===== config.mk =====
export PLATFORM = sky130hd
export DESIGN_NAME = uart_calc_host
export DESIGN_NICKNAME = d
export VERILOG_FILES = /design/src/rtl/uart_calc_host.sv
export SDC_FILE = /design/constraint.sdc
export NUM_CORES = 1
export LEC_CHECK = 0
export CORE_MARGIN = 1
export CORE_UTILIZATION = 53
export DETAILED_ROUTE_END_ITERATION = 16
export GPL_TIMING_DRIVEN = 0
export MAX_ROUTING_LAYER = met4
export PLACE_DENSITY = 0.84
export SLEW_MARGIN = 20
export SYNTH_ARGS = -nofsm -noshare
export SYNTH_HDL_FRONTEND = slang
export SYNTH_SLANG_ARGS = --single-unit

===== constraint.sdc =====
create_clock -name clk -period 2.95 [get_ports clk]
set_clock_uncertainty 0.1 [all_clocks]
set_input_delay 0.7375 -clock clk [delete_from_list [all_inputs] [get_ports clk]]
set_output_delay 0.7375 -clock clk [all_outputs]
set_load 0.02 [all_outputs]

===== src/rtl/uart_calc_host.sv =====
// uart_calc_host: host-side initiator for the UART calculator link.
// Sends operand A, operand B and the opcode word (12 bytes, LSB first, 8N1),
// then collects the 4-byte result and reports it with a one-cycle done pulse.
// Optional response timeout is built only when CALC_TIMEOUT_EN is defined.
module uart_calc_host #(
    parameter int CYCLES_PER_BIT = 104,
    parameter int TIMEOUT_CYCLES = 1000000
) (
    input  logic        clk,
    input  logic        rst,
    input  logic        start,
    input  logic [31:0] operand_a,
    input  logic [31:0] operand_b,
    input  logic [3:0]  op_select,
    output logic        busy,
    output logic        tx,
    input  logic        rx,
    output logic [31:0] result,
    output logic        done,
    output logic        timeout
);

    localparam int CW = $clog2(CYCLES_PER_BIT);
    localparam logic [CW-1:0] BIT_LAST = CW'(CYCLES_PER_BIT - 1);
    localparam logic [CW-1:0] HALF_LAST = CW'(CYCLES_PER_BIT / 2 - 1);

    if (CYCLES_PER_BIT < 4 || TIMEOUT_CYCLES < 1) begin : g_param_check
        $error("uart_calc_host: CYCLES_PER_BIT must be >= 4 and TIMEOUT_CYCLES >= 1");
    end

    typedef enum logic [1:0] {IDLE, SEND, WAIT_RX, DONE} state_t;
    typedef enum logic [2:0] {RX_HUNT, RX_START, RX_DATA, RX_STOP, RX_RECOVER} rx_phase_t;

    state_t    state, state_next;
    rx_phase_t rx_phase;

    logic          tx_q;
    logic [95:0]   tx_data;
    logic [CW-1:0] tx_cnt;
    logic [3:0]    tx_bit;
    logic [3:0]    tx_byte;

    logic          rx_s1, rx_s2, rx_prev;
    logic [CW-1:0] rx_cnt;
    logic [2:0]    rx_nbits;
    logic [7:0]    rx_shift;
    logic [1:0]    rx_bytes;
    logic [23:0]   shadow;
    logic [31:0]   result_q;

    logic accept, send_last, rx_enable, byte_valid, rx_last, to_hit;

    assign accept     = (state == IDLE) && start;
    assign send_last  = (state == SEND) && (tx_cnt == BIT_LAST) && (tx_bit == 4'd9) && (tx_byte == 4'd11);
    assign rx_enable  = (state == WAIT_RX);
    assign byte_valid = rx_enable && (rx_phase == RX_STOP) && (rx_cnt == BIT_LAST) && rx_s2;
    assign rx_last    = byte_valid && (rx_bytes == 2'd3);

    // State register for the transaction sequencer
    always_ff @(posedge clk) begin
        if (rst) state <= IDLE;
        else     state <= state_next;
    end

    // Next-state logic: send all 12 bytes, wait for 4 result bytes, report
    always_comb begin
        state_next = state;
        case (state)
            IDLE:    if (start)     state_next = SEND;
            SEND:    if (send_last) state_next = WAIT_RX;
            WAIT_RX: begin
                if (rx_last)      state_next = DONE;
                else if (to_hit)  state_next = IDLE;
            end
            DONE:    state_next = IDLE;
            default: state_next = IDLE;
        endcase
    end

    // Status outputs decoded from the sequencer state
    always_comb begin
        busy = 1'b0;
        done = 1'b0;
        case (state)
            SEND, WAIT_RX: busy = 1'b1;
            DONE:          done = 1'b1;
            default:       ;
        endcase
    end

    // Serializer: loads the 12-byte payload on accept and shifts it out 8N1
    always_ff @(posedge clk) begin
        if (rst) begin
            tx_q    <= 1'b1;
            tx_data <= '0;
            tx_cnt  <= '0;
            tx_bit  <= '0;
            tx_byte <= '0;
        end else if (accept) begin
            tx_q    <= 1'b0;
            tx_data <= {28'd0, op_select, operand_b, operand_a};
            tx_cnt  <= '0;
            tx_bit  <= '0;
            tx_byte <= '0;
        end else if (state == SEND) begin
            if (tx_cnt == BIT_LAST) begin
                tx_cnt <= '0;
                if (tx_bit == 4'd9) begin
                    if (tx_byte == 4'd11) begin
                        tx_q <= 1'b1;
                    end else begin
                        tx_byte <= tx_byte + 4'd1;
                        tx_bit  <= '0;
                        tx_q    <= 1'b0;
                        tx_data <= {8'h00, tx_data[95:8]};
                    end
                end else begin
                    tx_bit <= tx_bit + 4'd1;
                    tx_q   <= (tx_bit == 4'd8) ? 1'b1 : tx_data[tx_bit[2:0]];
                end
            end else begin
                tx_cnt <= tx_cnt + CW'(1);
            end
        end else begin
            tx_q <= 1'b1;
        end
    end

    assign tx = tx_q;

    // Two-flop synchronizer plus a delayed copy for falling-edge detection
    always_ff @(posedge clk) begin
        if (rst) begin
            rx_s1   <= 1'b1;
            rx_s2   <= 1'b1;
            rx_prev <= 1'b1;
        end else begin
            rx_s1   <= rx;
            rx_s2   <= rx_s1;
            rx_prev <= rx_s2;
        end
    end

    // Deserializer and result assembly; idle and cleared outside WAIT_RX
    always_ff @(posedge clk) begin
        if (rst) begin
            rx_phase <= RX_HUNT;
            rx_cnt   <= '0;
            rx_nbits <= '0;
            rx_shift <= '0;
            rx_bytes <= '0;
            shadow   <= '0;
            result_q <= '0;
        end else if (!rx_enable) begin
            rx_phase <= RX_HUNT;
            rx_cnt   <= '0;
            rx_bytes <= '0;
        end else begin
            case (rx_phase)
                RX_HUNT: begin
                    if (rx_prev && !rx_s2) begin
                        rx_phase <= RX_START;
                        rx_cnt   <= '0;
                    end
                end
                RX_START: begin
                    if (rx_cnt == HALF_LAST) begin
                        rx_cnt   <= '0;
                        rx_nbits <= '0;
                        rx_phase <= rx_s2 ? RX_HUNT : RX_DATA;
                    end else begin
                        rx_cnt <= rx_cnt + CW'(1);
                    end
                end
                RX_DATA: begin
                    if (rx_cnt == BIT_LAST) begin
                        rx_cnt   <= '0;
                        rx_shift <= {rx_s2, rx_shift[7:1]};
                        if (rx_nbits == 3'd7) rx_phase <= RX_STOP;
                        else                  rx_nbits <= rx_nbits + 3'd1;
                    end else begin
                        rx_cnt <= rx_cnt + CW'(1);
                    end
                end
                RX_STOP: begin
                    if (rx_cnt == BIT_LAST) begin
                        rx_cnt <= '0;
                        if (rx_s2) begin
                            case (rx_bytes)
                                2'd0:    shadow[7:0]   <= rx_shift;
                                2'd1:    shadow[15:8]  <= rx_shift;
                                2'd2:    shadow[23:16] <= rx_shift;
                                default: result_q      <= {rx_shift, shadow};
                            endcase
                            rx_bytes <= rx_bytes + 2'd1;
                            rx_phase <= RX_HUNT;
                        end else begin
                            rx_phase <= RX_RECOVER;
                        end
                    end else begin
                        rx_cnt <= rx_cnt + CW'(1);
                    end
                end
                RX_RECOVER: begin
                    if (rx_s2) rx_phase <= RX_HUNT;
                end
                default: rx_phase <= RX_HUNT;
            endcase
        end
    end

    assign result = result_q;

`ifdef CALC_TIMEOUT_EN
    localparam int TW = $clog2(TIMEOUT_CYCLES + 1);

    logic [TW-1:0] to_cnt;
    logic          timeout_q;

    assign to_hit = rx_enable && !byte_valid && (to_cnt == TW'(TIMEOUT_CYCLES - 1));

    // Response watchdog: restarts on WAIT_RX entry and on every good byte
    always_ff @(posedge clk) begin
        if (rst) begin
            to_cnt    <= '0;
            timeout_q <= 1'b0;
        end else begin
            timeout_q <= to_hit;
            if (!rx_enable || byte_valid) to_cnt <= '0;
            else                          to_cnt <= to_cnt + TW'(1);
        end
    end

    assign timeout = timeout_q;
`else
    assign to_hit  = 1'b0;
    assign timeout = 1'b0;
`endif

endmodule


==> results_dict.tcl <==
set metrics [dict create \
    outcome "finished, final reports clean" \
    track_usage_pct 27.7 \
    viasPerCell 5.78 \
    grt-ovfl-total 0 \
    cts_max_level 4 \
    grt_max_degree 17 \
    synth_area_leaders "dfxtp_1 45%, nor2_1 7.1%, a2111oi_0 7.0%, mux2i_1 5.4%, nand2_1 4.6%" \
    seq_power_share_pct 40.9 \
    synthDistinctLibCells 55 \
    grt_use_met3_pct 5.24 \
    initial_utilization_pct 54.1 \
    timing.fmax_mhz 359 \
    die_w_um 121 \
    critical_path_peak_fanout 10 \
    min_period_ns 2.79 \
    async_reset_ff_share_pct 0 \
    cts_tree "yes" \
    ys.flop_type "dfxtp_1" \
    power_density_nw_per_um2 689 \
    dieHeight_um 121 \
    p_leak_nw 3.62 \
    die_area_um2 14600 \
    sw_frac_of_total_pct 28.5 \
    port-buffer-count 105 \
    syn-cell-area_um2 7470 \
    clkPwrFrac_pct 38.7 \
    grt_busiest_layer "met2" \
    synth_commonest_cells "168 x dfxtp_1, 141 x nor2_1, 92 x nand2_1" \
    seq_area_frac_synth_pct 45.0 \
    synth-edff-count 0 \
    critPathRequiredTime_ns 3.15 \
    cts.path.max_buffers 2 \
    hpwl_um 13500 \
    ir_drop_mv 0.407 \
    gp_congestion 0.968 \
    fin_nets 1078 \
    fp.coreArea_um2 13800 \
    numCtsBuffers 17 \
    fillers 1089 \
    tightest_slew_ns 0.890 \
    p_int_w 0.00464 \
    syn_nets 954 \
    antenna_found_initial 0 \
    drt_iter0_markers 535 \
    ys_warn_count 0 \
    hold_path_class "reg2reg" \
    multiInputGateArea_um2 3770 \
    drive_above_1_share_pct 5.57 \
    yosys.area.top_type_share_pct 45.0 \
    routed_wl_um 18900 \
    synth_most_common_cell "dfxtp_1" \
    route.detailed.drc 0 \
    end_kind "flip-flop" \
    postCtsHoldBufs 0 \
    rows 43 \
    setup_violations 0 \
    ys_ff_latch 168 \
    power.total_w 0.00649 \
    cts.sinks 168 \
    power_switching_w 0.00185 \
    area_growth_pct 26.1 \
    dr.pass1.iters 5 \
    post_drt_wl_per_cell_um 16.0 \
    antenna_left 0 \
    maxCapViolCount 0 \
    via_count 6847 \
    worstSkewPairLatency_ns 0.43 \
    syn_avg_cell_area_um2 8.61 \
    final-hold-violation-count 0 \
    grt_setup_unrepaired "no" \
    grt_util_met1_pct 33.5 \
    pre_cts_slack_ns -0.217 \
    yosysTopAreaCell "dfxtp_1" \
    clk_pin_slew_worst_paths_ns 0.06 \
    grtUsageMet2_pct 46.0 \
    cts_setup_buffers 0 \
    min_period_over_period_pct 94.5 \
    cts_resized 0 \
    drv_slew 0 \
    crit_type "in2reg" \
    finalWorstSetupSlack_ns 0.162 \
    synthCells 868 \
    start_kind "input pin" \
    diodes 0 \
    maxSlewHeadroom_pct 40.1 \
    cts_root_buf "clkbuf_16" \
    io_pins 108 \
    comb_power_share_pct 20.4 \
    cp_data_arrival_time_ns 2.99 \
    grt_pass1_vias 6377 \
    regArea_um2 3360 \
    grt_pass1_wl_um 30800 \
]
==> final timing paths <==
kind / start / end / slack [ns] / cells past startpoint
hold / removal: rx_s1$_SDFF_PP1_ / rx_s2$_SDFF_PP1_ / 0.32 / 1
hold reg to reg: rx_s1$_SDFF_PP1_ / rx_s2$_SDFF_PP1_ / 0.32 / 1
setup / recovery: start / tx_data[55]$_SDFFE_PP0P_ / 0.16 / 7
setup reg to reg: state[1]$_SDFFE_PP0P_ / tx_data[21]$_SDFFE_PP0P_ / 0.28 / 8
==> logic make-up after synthesis <==
kind of cell	Yosys count	synth area share [%]
xor gates and xnor gates	9	1.05
muxes	43	6.11
and+or+nand+nor	378	24.8
other	1	0.0502
buffers and inverters	85	4.50
adders and majority gates	14	2.34
AOI/OAI and AO/OA	170	16.1
DFF	168	45.0
==> cell type report <==
class	count	share of cell area, %
inverter	14	0.558
clock inverter	9	1.95
tap	180	2.39
multi-input combinational	615	40.1
clock buffer	23	5.18
timing repair buffer	105	11.2
sequential	168	35.7
buffer	71	3.01
==> state kept, by name, summed over array words and instances (netlist names), 3 cells and up <==
name and flops:
rx_cnt 7, tx_bit 4, result 32, rx_phase 3, shadow 24, rx_nbits 3, tx_cnt 7, tx_byte 4
tx_data 68, rx_shift 8
==> critical path, stage by stage <==
cell,delay (ns)
clkdlybuf4s50_1,0.54
and2_1,0.15
clkbuf_1,0.25
buf_2,0.30
clkbuf_1,0.42
nor4_1,0.16
a2111oi_0,0.42
==> power groups by stage <==
stage / sequential [W] / combinational [W] / clock [W]
2_1_floorplan: 0.00268 / 0.000855 / 0
3_3_place_gp: 0.00269 / 0.00126 / 0
3_5_place_dp: 0.00270 / 0.00129 / 0
4_1_cts: 0.00265 / 0.00131 / 0.00252
5_1_grt: 0.00268 / 0.00147 / 0.00261
6_report: 0.00266 / 0.00133 / 0.00251
==> metrics by stage <==
stage | setup TNS, ns | hold slack (ns) | instances | util (%) | area, µm²
global placement | -1.73 | 0.298 | 1153 | 63.3 | 8750
global route | 0 | 0.337 | 1185 | 68.1 | 9420
CTS | 0 | 0.330 | 1185 | 68.1 | 9420
detailed placement | -2.95 | 0.304 | 1153 | 63.3 | 8750
finish | 0 | 0.323 | 1185 | 68.1 | 9420
floorplan | 0 | 0.289 | 868 | - | 7470
==> placed cells by master, fill, tap and decap left out, drive strengths merged, types with 9 or more instances in the layout <==
master         count
dfxtp            168
nor2             141
clkdlybuf4s50    105
nand2             92
clkbuf            83
a2111oi           60
a21oi             54
and3              45
nand2b            40
mux2i             40
inv               16
a211oi            14
ha                14
nor4              12
o21ai             12
buf               11
o211ai             9
==> metal layers <==
layer	wire [µm]	share of wire, %	vias to the layer above
li1	-	-	3325
met1	8100	43	3206
met2	9290	49	279
met3	1170	6.2	37
met4	353	1.9	0
met5	0	0	-
Note: power is estimated with default switching activity, not from simulation.
